File: src/rtl/ram_arb_pkg.sv
// ram_arb_pkg
//   Shared types and constants for the two-port RAM arbiter.
//   - arb_state_t : access sequencer states (IDLE -> ISSUE -> RESP)
//   - port_t      : identifies a bus master port (A = instruction, B = data)
//   - RAM_ADDR_W / RAM_DATA_W : geometry of the on-chip RAM (4096 x 32)
package ram_arb_pkg;

  localparam int unsigned RAM_ADDR_W = 12;
  localparam int unsigned RAM_DATA_W = 32;

  typedef enum logic [1:0] {IDLE, ISSUE, RESP} arb_state_t;
  typedef enum logic {PORT_A, PORT_B} port_t;

  function automatic port_t other_port(input port_t p);
    return (p == PORT_A) ? PORT_B : PORT_A;
  endfunction

endpackage

File: src/rtl/rr_arbiter2.sv
// rr_arbiter2
//   Two-way round-robin pick. Purely combinational.
//   req[0] = port A request, req[1] = port B request
//   last   = port granted most recently
//   winner = port to grant; with no request it simply echoes last
module rr_arbiter2
  import ram_arb_pkg::*;
(
  input  logic [1:0] req,
  input  port_t      last,
  output port_t      winner
);

  always_comb begin
    winner = last;
    case (req)
      2'b01:   winner = PORT_A;
      2'b10:   winner = PORT_B;
      2'b11:   winner = other_port(last);
      default: winner = last;
    endcase
  end

endmodule

File: src/rtl/ram_port_arbiter.sv
// ram_port_arbiter
//   Shares one single-port synchronous RAM between two Wishbone-classic
//   masters. One access at a time: IDLE (arbitrate, load RAM controls),
//   ISSUE (RAM samples), RESP (ack + read data). Ties alternate.
//
//   clk_i, rst_i                     clock, async active-high reset
//   a_* / b_*                        Wishbone classic slave ports A and B
//     cyc_i, stb_i, we_i, adr_i, sel_i, dat_i   request
//     dat_o, ack_o                               response
//   ram_we_o, ram_adr_o, ram_be_o, ram_dat_o    registered RAM controls
//   ram_dat_i                        RAM registered read data
module ram_port_arbiter
  import ram_arb_pkg::*;
#(
  parameter int unsigned ADDR_W = RAM_ADDR_W,
  parameter int unsigned DATA_W = RAM_DATA_W
) (
  input  logic                clk_i,
  input  logic                rst_i,

  input  logic                a_cyc_i,
  input  logic                a_stb_i,
  input  logic                a_we_i,
  input  logic [ADDR_W-1:0]   a_adr_i,
  input  logic [DATA_W/8-1:0] a_sel_i,
  input  logic [DATA_W-1:0]   a_dat_i,
  output logic [DATA_W-1:0]   a_dat_o,
  output logic                a_ack_o,

  input  logic                b_cyc_i,
  input  logic                b_stb_i,
  input  logic                b_we_i,
  input  logic [ADDR_W-1:0]   b_adr_i,
  input  logic [DATA_W/8-1:0] b_sel_i,
  input  logic [DATA_W-1:0]   b_dat_i,
  output logic [DATA_W-1:0]   b_dat_o,
  output logic                b_ack_o,

  output logic                ram_we_o,
  output logic [ADDR_W-1:0]   ram_adr_o,
  output logic [DATA_W/8-1:0] ram_be_o,
  output logic [DATA_W-1:0]   ram_dat_o,
  input  logic [DATA_W-1:0]   ram_dat_i
);

  localparam int unsigned SEL_W = DATA_W / 8;

  arb_state_t        r_state;
  arb_state_t        w_state_nxt;

  // The granted port doubles as the round-robin history: it only changes
  // when a new grant is made, so it is always the port served last.
  port_t             r_grant;
  port_t             w_winner;

  logic              w_req_a;
  logic              w_req_b;
  logic              w_any_req;

  logic              w_mux_we;
  logic [ADDR_W-1:0] w_mux_adr;
  logic [SEL_W-1:0]  w_mux_sel;
  logic [DATA_W-1:0] w_mux_dat;

  logic              r_ram_we;
  logic [ADDR_W-1:0] r_ram_adr;
  logic [SEL_W-1:0]  r_ram_be;
  logic [DATA_W-1:0] r_ram_dat;

  logic [DATA_W-1:0] r_a_dat;
  logic [DATA_W-1:0] r_b_dat;

  logic              w_resp_a;
  logic              w_resp_b;

  assign w_req_a   = a_cyc_i & b_zero_guard(a_stb_i);
  assign w_req_b   = b_cyc_i & b_zero_guard(b_stb_i);
  assign w_any_req = w_req_a | w_req_b;

  function automatic logic b_zero_guard(input logic v);
    return v;
  endfunction

  rr_arbiter2 u_rr (
    .req    ({w_req_b, w_req_a}),
    .last   (r_grant),
    .winner (w_winner)
  );

  // Request mux: selects the winning master's access fields.
  always_comb begin
    w_mux_we  = a_we_i;
    w_mux_adr = a_adr_i;
    w_mux_sel = a_sel_i;
    w_mux_dat = a_dat_i;
    if (w_winner == PORT_B) begin
      w_mux_we  = b_we_i;
      w_mux_adr = b_adr_i;
      w_mux_sel = b_sel_i;
      w_mux_dat = b_dat_i;
    end
  end

  always_ff @(posedge clk_i or posedge rst_i) begin
    if (rst_i) begin
      r_state <= IDLE;
    end else begin
      r_state <= w_state_nxt;
    end
  end

  always_comb begin
    w_state_nxt = r_state;
    case (r_state)
      IDLE:    if (w_any_req) w_state_nxt = ISSUE;
      ISSUE:   w_state_nxt = RESP;
      RESP:    w_state_nxt = IDLE;
      default: w_state_nxt = IDLE;
    endcase
  end

  // RAM controls are loaded at the grant and held until the next grant;
  // only the write enable is confined to the ISSUE cycle. The async reset
  // clears the write enable mid-ISSUE so the RAM never commits that write.
  always_ff @(posedge clk_i or posedge rst_i) begin
    if (rst_i) begin
      r_grant   <= PORT_B;
      r_ram_we  <= 1'b0;
      r_ram_adr <= '0;
      r_ram_be  <= '0;
      r_ram_dat <= '0;
    end else begin
      case (r_state)
        IDLE: begin
          if (w_any_req) begin
            r_grant   <= w_winner;
            r_ram_we  <= w_mux_we;
            r_ram_adr <= w_mux_adr;
            r_ram_be  <= w_mux_sel;
            r_ram_dat <= w_mux_dat;
          end
        end
        ISSUE:   r_ram_we <= 1'b0;
        default: r_ram_we <= 1'b0;
      endcase
    end
  end

  assign w_resp_a = (r_state == RESP) && (r_grant == PORT_A);
  assign w_resp_b = (r_state == RESP) && (r_grant == PORT_B);

  // Read data is forwarded live during RESP and captured so the port keeps
  // presenting the last value it was given.
  always_ff @(posedge clk_i or posedge rst_i) begin
    if (rst_i) begin
      r_a_dat <= '0;
      r_b_dat <= '0;
    end else begin
      if (w_resp_a) r_a_dat <= ram_dat_i;
      if (w_resp_b) r_b_dat <= ram_dat_i;
    end
  end

  assign a_dat_o   = w_resp_a ? ram_dat_i : r_a_dat;
  assign b_dat_o   = w_resp_b ? ram_dat_i : r_b_dat;
  assign a_ack_o   = w_resp_a & w_req_a;
  assign b_ack_o   = w_resp_b & w_req_b;

  assign ram_we_o  = r_ram_we;
  assign ram_adr_o = r_ram_adr;
  assign ram_be_o  = r_ram_be;
  assign ram_dat_o = r_ram_dat;

endmodule

File: config.mk
export PLATFORM = sky130hd
export DESIGN_NAME = ram_port_arbiter
export DESIGN_NICKNAME = d
export VERILOG_FILES = /design/src/rtl/ram_arb_pkg.sv /design/src/rtl/rr_arbiter2.sv /design/src/rtl/ram_port_arbiter.sv
export SDC_FILE = /design/constraint.sdc
export NUM_CORES = 1
export LEC_CHECK = 0
export ABC_CLOCK_PERIOD_IN_PS = 3750
export BUFFER_PORTS_ARGS = -buffer_cell sky130_fd_sc_hd__buf_2
export CAP_MARGIN = 30
export CORE_MARGIN = 2
export CORE_UTILIZATION = 46
export CTS_CLUSTER_DIAMETER = 40
export CTS_CLUSTER_SIZE = 14
export DETAILED_ROUTE_END_ITERATION = 12
export GPL_TIMING_DRIVEN = 0
export PLACE_DENSITY = 0.8
export SYNTH_ARGS = -nofsm -noshare
export SYNTH_HDL_FRONTEND = slang
export SYNTH_SLANG_ARGS = --single-unit
File: constraint.sdc
create_clock -name clk_i -period 3.75 [get_ports clk_i]
set_input_delay 0.375 -clock clk_i [delete_from_list [all_inputs] [get_ports clk_i]]
set_output_delay 0.375 -clock clk_i [all_outputs]
set_load 0.05 [all_outputs]
After elaboration in Yosys (flattened, before gate mapping) --
Index checks and enable logic that the tools add are counted.
Storage, ports and cells: memory bits (writable) 0, input bits 136, flip-flop bits (word level) 116, latch bits 0, word-level logic and storage cells 36, ROM bits 0, memories kept 0
Cells by class: reductions and logical operators 4, multiply operators 0, shift operators 0, equality and inequality tests 6, multiplexer cells 12, divide/modulo/power cells 0, bitwise logic cells 6, $add $sub $neg 0, $lt $le $gt $ge 0
Operators by type and width (count):
- $mux W32 | 3
- $mux W12 | 1
- $eq A2 B2 Y1 const B | 3
- $and A1 B1 Y1 | 4
- $eq A2 B1 Y1 const B | 2
- $mux W1 | 4
- $mux W4 | 1
- $pmux W2 S2 | 1
- $pmux W1 S3 | 1
- $logic_and A1 B1 Y1 | 2
- $logic_not A2 Y1 | 1
- $mux W2 | 1
- $ne A2 B2 Y1 const B | 1
- $reduce_and A2 Y1 | 1
- $not A1 Y1 | 1
- $or A1 B1 Y1 | 1

Longest topological paths before layout --
depth after elaboration 6, mapped depth 6

Cells and area by module --
Synthesis repeated with hierarchy kept, for this count alone.
Unflattened totals: cells, all modules 310, area total of the unflattened synthesis 4946.0 µm²
By module, submodules not included:
- ram_port_arbiter | instances 1, cells each 308, area an instance 4932.2 µm²
- rr_arbiter2 | instances 1, cells each 2, area an instance 13.8 µm²

Worst setup path before layout --
Ideal clock, no wire load.
path kind reg2out, from reg r_grant, to out b_ack_o, path slack 1.803 ns, stages on the path, launching flop included 4, data arrival time 1.572 ns, buffers on the path 1, required time 3.375 ns, cell sequence dfstp_2 nand3b_2 buf_2 nor2_1
On the way: longest elaborated chain between the ends 2
Ends and longest elaborated chain:
- start, declared | RTL line ram_port_arbiter.sv:53 | port_t r_grant;
- start signal, assigned | RTL line ram_port_arbiter.sv:136 | r_grant <= w_winner;
- $logic_and A1 B1 Y1 | RTL line ram_port_arbiter.sv:150 | assign w_resp_b = (r_state == RESP) && (r_grant == PORT_B);
- $and A1 B1 Y1 | RTL line ram_port_arbiter.sv:167 | assign b_ack_o = w_resp_b & w_req_b;
- end, declared | RTL line ram_port_arbiter.sv:37 | output logic b_ack_o,
Every way passes these cells.

Final worst setup path --
from reg r_state[0], to out a_dat_o[3]
On the way: longest elaborated chain between the ends 3
Ends and longest elaborated chain:
- start, declared | RTL line ram_port_arbiter.sv:48 | arb_state_t r_state;
- start signal, assigned | RTL line ram_port_arbiter.sv:108 | r_state <= w_state_nxt;
- $eq A2 B2 Y1 | RTL line ram_port_arbiter.sv:149 | assign w_resp_a = (r_state == RESP) && (r_grant == PORT_A);
- $logic_and A1 B1 Y1 | RTL line ram_port_arbiter.sv:149
- $mux W32
- end, declared | RTL line ram_port_arbiter.sv:27 | output logic [DATA_W-1:0] a_dat_o,
Every way passes these cells.

==> impl_metrics.py <==
metrics = {
    "critical_path": {
        "cp_data_arrival_time_ps": 2160,
        "worst_setup_path_start_kind": "flip-flop",
        "critical_path_class": "reg2out",
        "worstPathCellList": "nor3b_4 > buf_4 > mux2_2 > buf_2",
        "worstPathMaxFanout": 10,
        "slowest_stage": "dfrtp_1",
        "cp-end-kind": "primary output",
        "slowest_delay_ps": 420,
        "cp_top_family": "buffers and inverters",
        "path_buf_inv": 2,
        "worstPathRequired_ps": 3380,
    },
    "sta": {
        "fin_crit_sh_pct": 67.6,
        "whs_ps": 38.3,
        "rsz0062_at_grt": "false",
        "finalSetupTns_ps": 0,
        "setup_violations": 0,
        "max_freq_mhz": 395,
        "max_slew_margin_pct": 44.3,
        "min_period_ps": 2530,
        "worst_slack_ps": 1220,
        "worst_pin_slew_ps": 836,
        "hold_viol_final": 0,
        "fin_skew_ps": 10.6,
        "slew_violations": 0,
    },
    "grt": {
        "grtUsageTotal_pct": 25.6,
        "grt_pass1_vias": 4519,
        "antenna_found_initial": 1,
        "grt_pass1_wl_mm": 23.2,
        "grt-ovfl-total": 0,
        "grt_max_degree": 65,
    },
    "power_and_ir_drop": {
        "swShare_pct": 51.2,
        "clkPwrFrac_pct": 19.0,
        "p_leak_nw": 3.39,
        "comb_power_share_pct": 54.8,
        "p_int_mw": 3.92,
        "switchingPower_mw": 4.11,
        "seqPwrFrac_pct": 26.2,
        "cellPowerDensity_nw_per_um2": 1120,
        "p_total_mw": 8.03,
        "ir_drop_v": 0.000693,
    },
    "floorplanning": {
        "start_util_pct": 47.3,
        "dieArea_um2": 12000,
        "die_w_um": 110,
        "core_region_area_um2": 10800,
        "rows": 38,
        "fp.dieH_um": 110,
        "ios": 251,
    },
    "yosys": {
        "yosys_warnings": 0,
        "yosysTopAreaCell": "dfrtp_1",
        "synth-simple-area-share_pct": 6.30,
        "synth_xor_area_share_pct": 0,
        "syn_area_per_cell_um2": 11.7,
        "synth-compound-area-share_pct": 17.2,
        "synthTopCellsByArea": "dfrtp_1 (56%), mux2_2 (14%), a31oi_1 (6.1%)",
        "synthesis.nets": 572,
        "seq_area_frac_synth_pct": 56.7,
        "synth_area_um2": 5120,
        "syn_inst": 436,
        "synth_fa_ha_area_share_pct": 0,
        "synthMuxAreaShare_pct": 14.1,
        "synth_top_area_share_pct": 56.2,
        "ys_types": 28,
        "ys_ff_latch": 116,
        "synth_top_family_by_area": "compound AO/OA/AOI/OAI gates",
    },
    "route": {
        "post_drt_wl_per_cell_um": 18.2,
        "drt_iter0_drc": 353,
        "vias_per_cell": 5.51,
        "dr.pass1.iters": 4,
        "dr_total_vias": 4740,
        "ant_nets": 0,
        "remaining_drc_errors": 0,
        "postRouteWirelength_mm": 15.7,
    },
    "clock_network": {
        "postCtsSetupBuffers": 0,
        "clock_latency_ps": 510,
        "clkSinkCount": 116,
        "cts_buffers": 17,
        "cts_root_buf": "clkbuf_8",
        "cts-hold-fix-buffers": 0,
        "cts.htree.levels": 4,
        "cts-resized-gates": 0,
        "cts_tree": "done",
        "clk_pin_slew_ps": 60,
        "clockBufferDepth": 2,
    },
    "run_status": {
        "status": "finished, final reports clean",
    },
    "final_layout": {
        "area_growth_pct": 39.5,
        "fin_nets": 842,
        "utilization_pct": 65.9,
        "layout-drive-gt1-share_pct": 54.9,
    },
    "flow_run": {
        "max_cap_viol_count": 0,
    },
    "placed_design": {
        "place_ws_ps": 1720,
        "gp_congestion": 0.868,
        "post-dp-hpwl_mm": 11.5,
        "port_buffers": 250,
    },
    "min_path": {
        "hold_path.class": "in2async",
    },
}
## registers in the layout (all words and copies together), names as in the netlist
register   flops
r_a_dat       32
r_b_dat       32
r_grant        1
r_state        2
ram_adr_o     12
ram_be_o       4
ram_dat_o     32
ram_we_o       1
## cell type report
class                   instances  area, µm²
diodes                          1       2.50
flip-flops and latches        116       2900
inverters                       1       6.26
multi-input cells             275       1930
clock inverters                12        129
repair buffers                251       1280
well taps                     140        175
plain buffers                  44        288
clock buffers                  20        435
fillers                       813       3690
## cells by family (layout without fill, tap and decap cells)
| kind of cell | count (synthesis) | count (layout) |
|---|---|---|
| AO/OA/AOI/OAI | 152 | 152 |
| flip-flops | 116 | 116 |
| multiplexers | 64 | 64 |
| AND/OR/NAND/NOR | 59 | 59 |
| buffers and inverters | 45 | 328 |
| other | 0 | 1 |
## power groups by stage
stage / clock network [mW] / logic [mW] / registers (mW)
2_1_floorplan: 0 / 2.55 / 2.91
3_3_place_gp: 0 / 4.31 / 2.07
3_5_place_dp: 0 / 4.40 / 2.11
4_1_cts: 1.54 / 4.42 / 2.10
5_1_grt: 1.61 / 4.62 / 2.16
6_report: 1.52 / 4.40 / 2.10
## per-layer routing
metal | vias to the layer above | GRT usage, % | part of all wire [%]
met5 | - | 0 | 0
met4 | 0 | 9.76 | 2.1
met3 | 24 | 8.36 | 8.3
met2 | 239 | 44.8 | 52
met1 | 2318 | 28.8 | 38
li1 | 2159 | - | -
## per-stage QoR
step / std cells / cell area, µm²
after floorplan: 436 / 5120
after global placement: 826 / 6550
after detailed placement: 827 / 6580
after CTS: 859 / 7140
after global routing: 859 / 7140
final: 860 / 7150
## synthesized netlist by cell type
master,instances
a21bo_2,1
a21boi_4,1
a21oi_1,49
a22o_1,1
a31oi_1,50
and2_1,1
and3_1,1
and3b_2,1
buf_12,1
buf_2,19
buf_4,3
buf_6,9
clkbuf_1,9
clkbuf_2,3
dfrtp_1,115
dfstp_2,1
inv_1,1
mux2_1,2
mux2_2,62
nand2_1,1
nand3_1,49
nand3b_1,1
nand3b_2,1
nor2_1,2
nor2b_1,1
nor3b_4,1
o21ai_0,40
o21ai_2,10
## cell usage in the layout, fill, tap and decap left out, drive strengths merged, types with 2 or more instances in the layout
master / n
mux2: 64
clkbuf: 32
buf: 283
dfrtp: 115
o21ai: 50
bufinv: 2
nand3b: 2
a21oi: 49
inv: 3
nand3: 49
a31oi: 50
nor2: 2
clkinvlp: 3
clkinv: 5
## path summary, 6_finish.rpt
| kind | to | slack, ps | from | cells past startpoint |
|---|---|---|---|---|
| worst max-delay path | a_dat_o[3] | 1220 | r_state[0] | 4 |
| max in group asynchronous | ram_adr_o[9] | 2940 | rst_i | 3 |
| worst min register to register | r_b_dat[10] | 490 | r_b_dat[10] | 1 |
| worst min-delay path | r_b_dat[11] | 40 | rst_i | 2 |
| min in group clk_i | r_a_dat[29] | 120 | ram_dat_i[29] | 2 |
| worst max register to register | ram_dat_o[15] | 2000 | r_state[0] | 4 |
(Power assumes the default switching activity.)
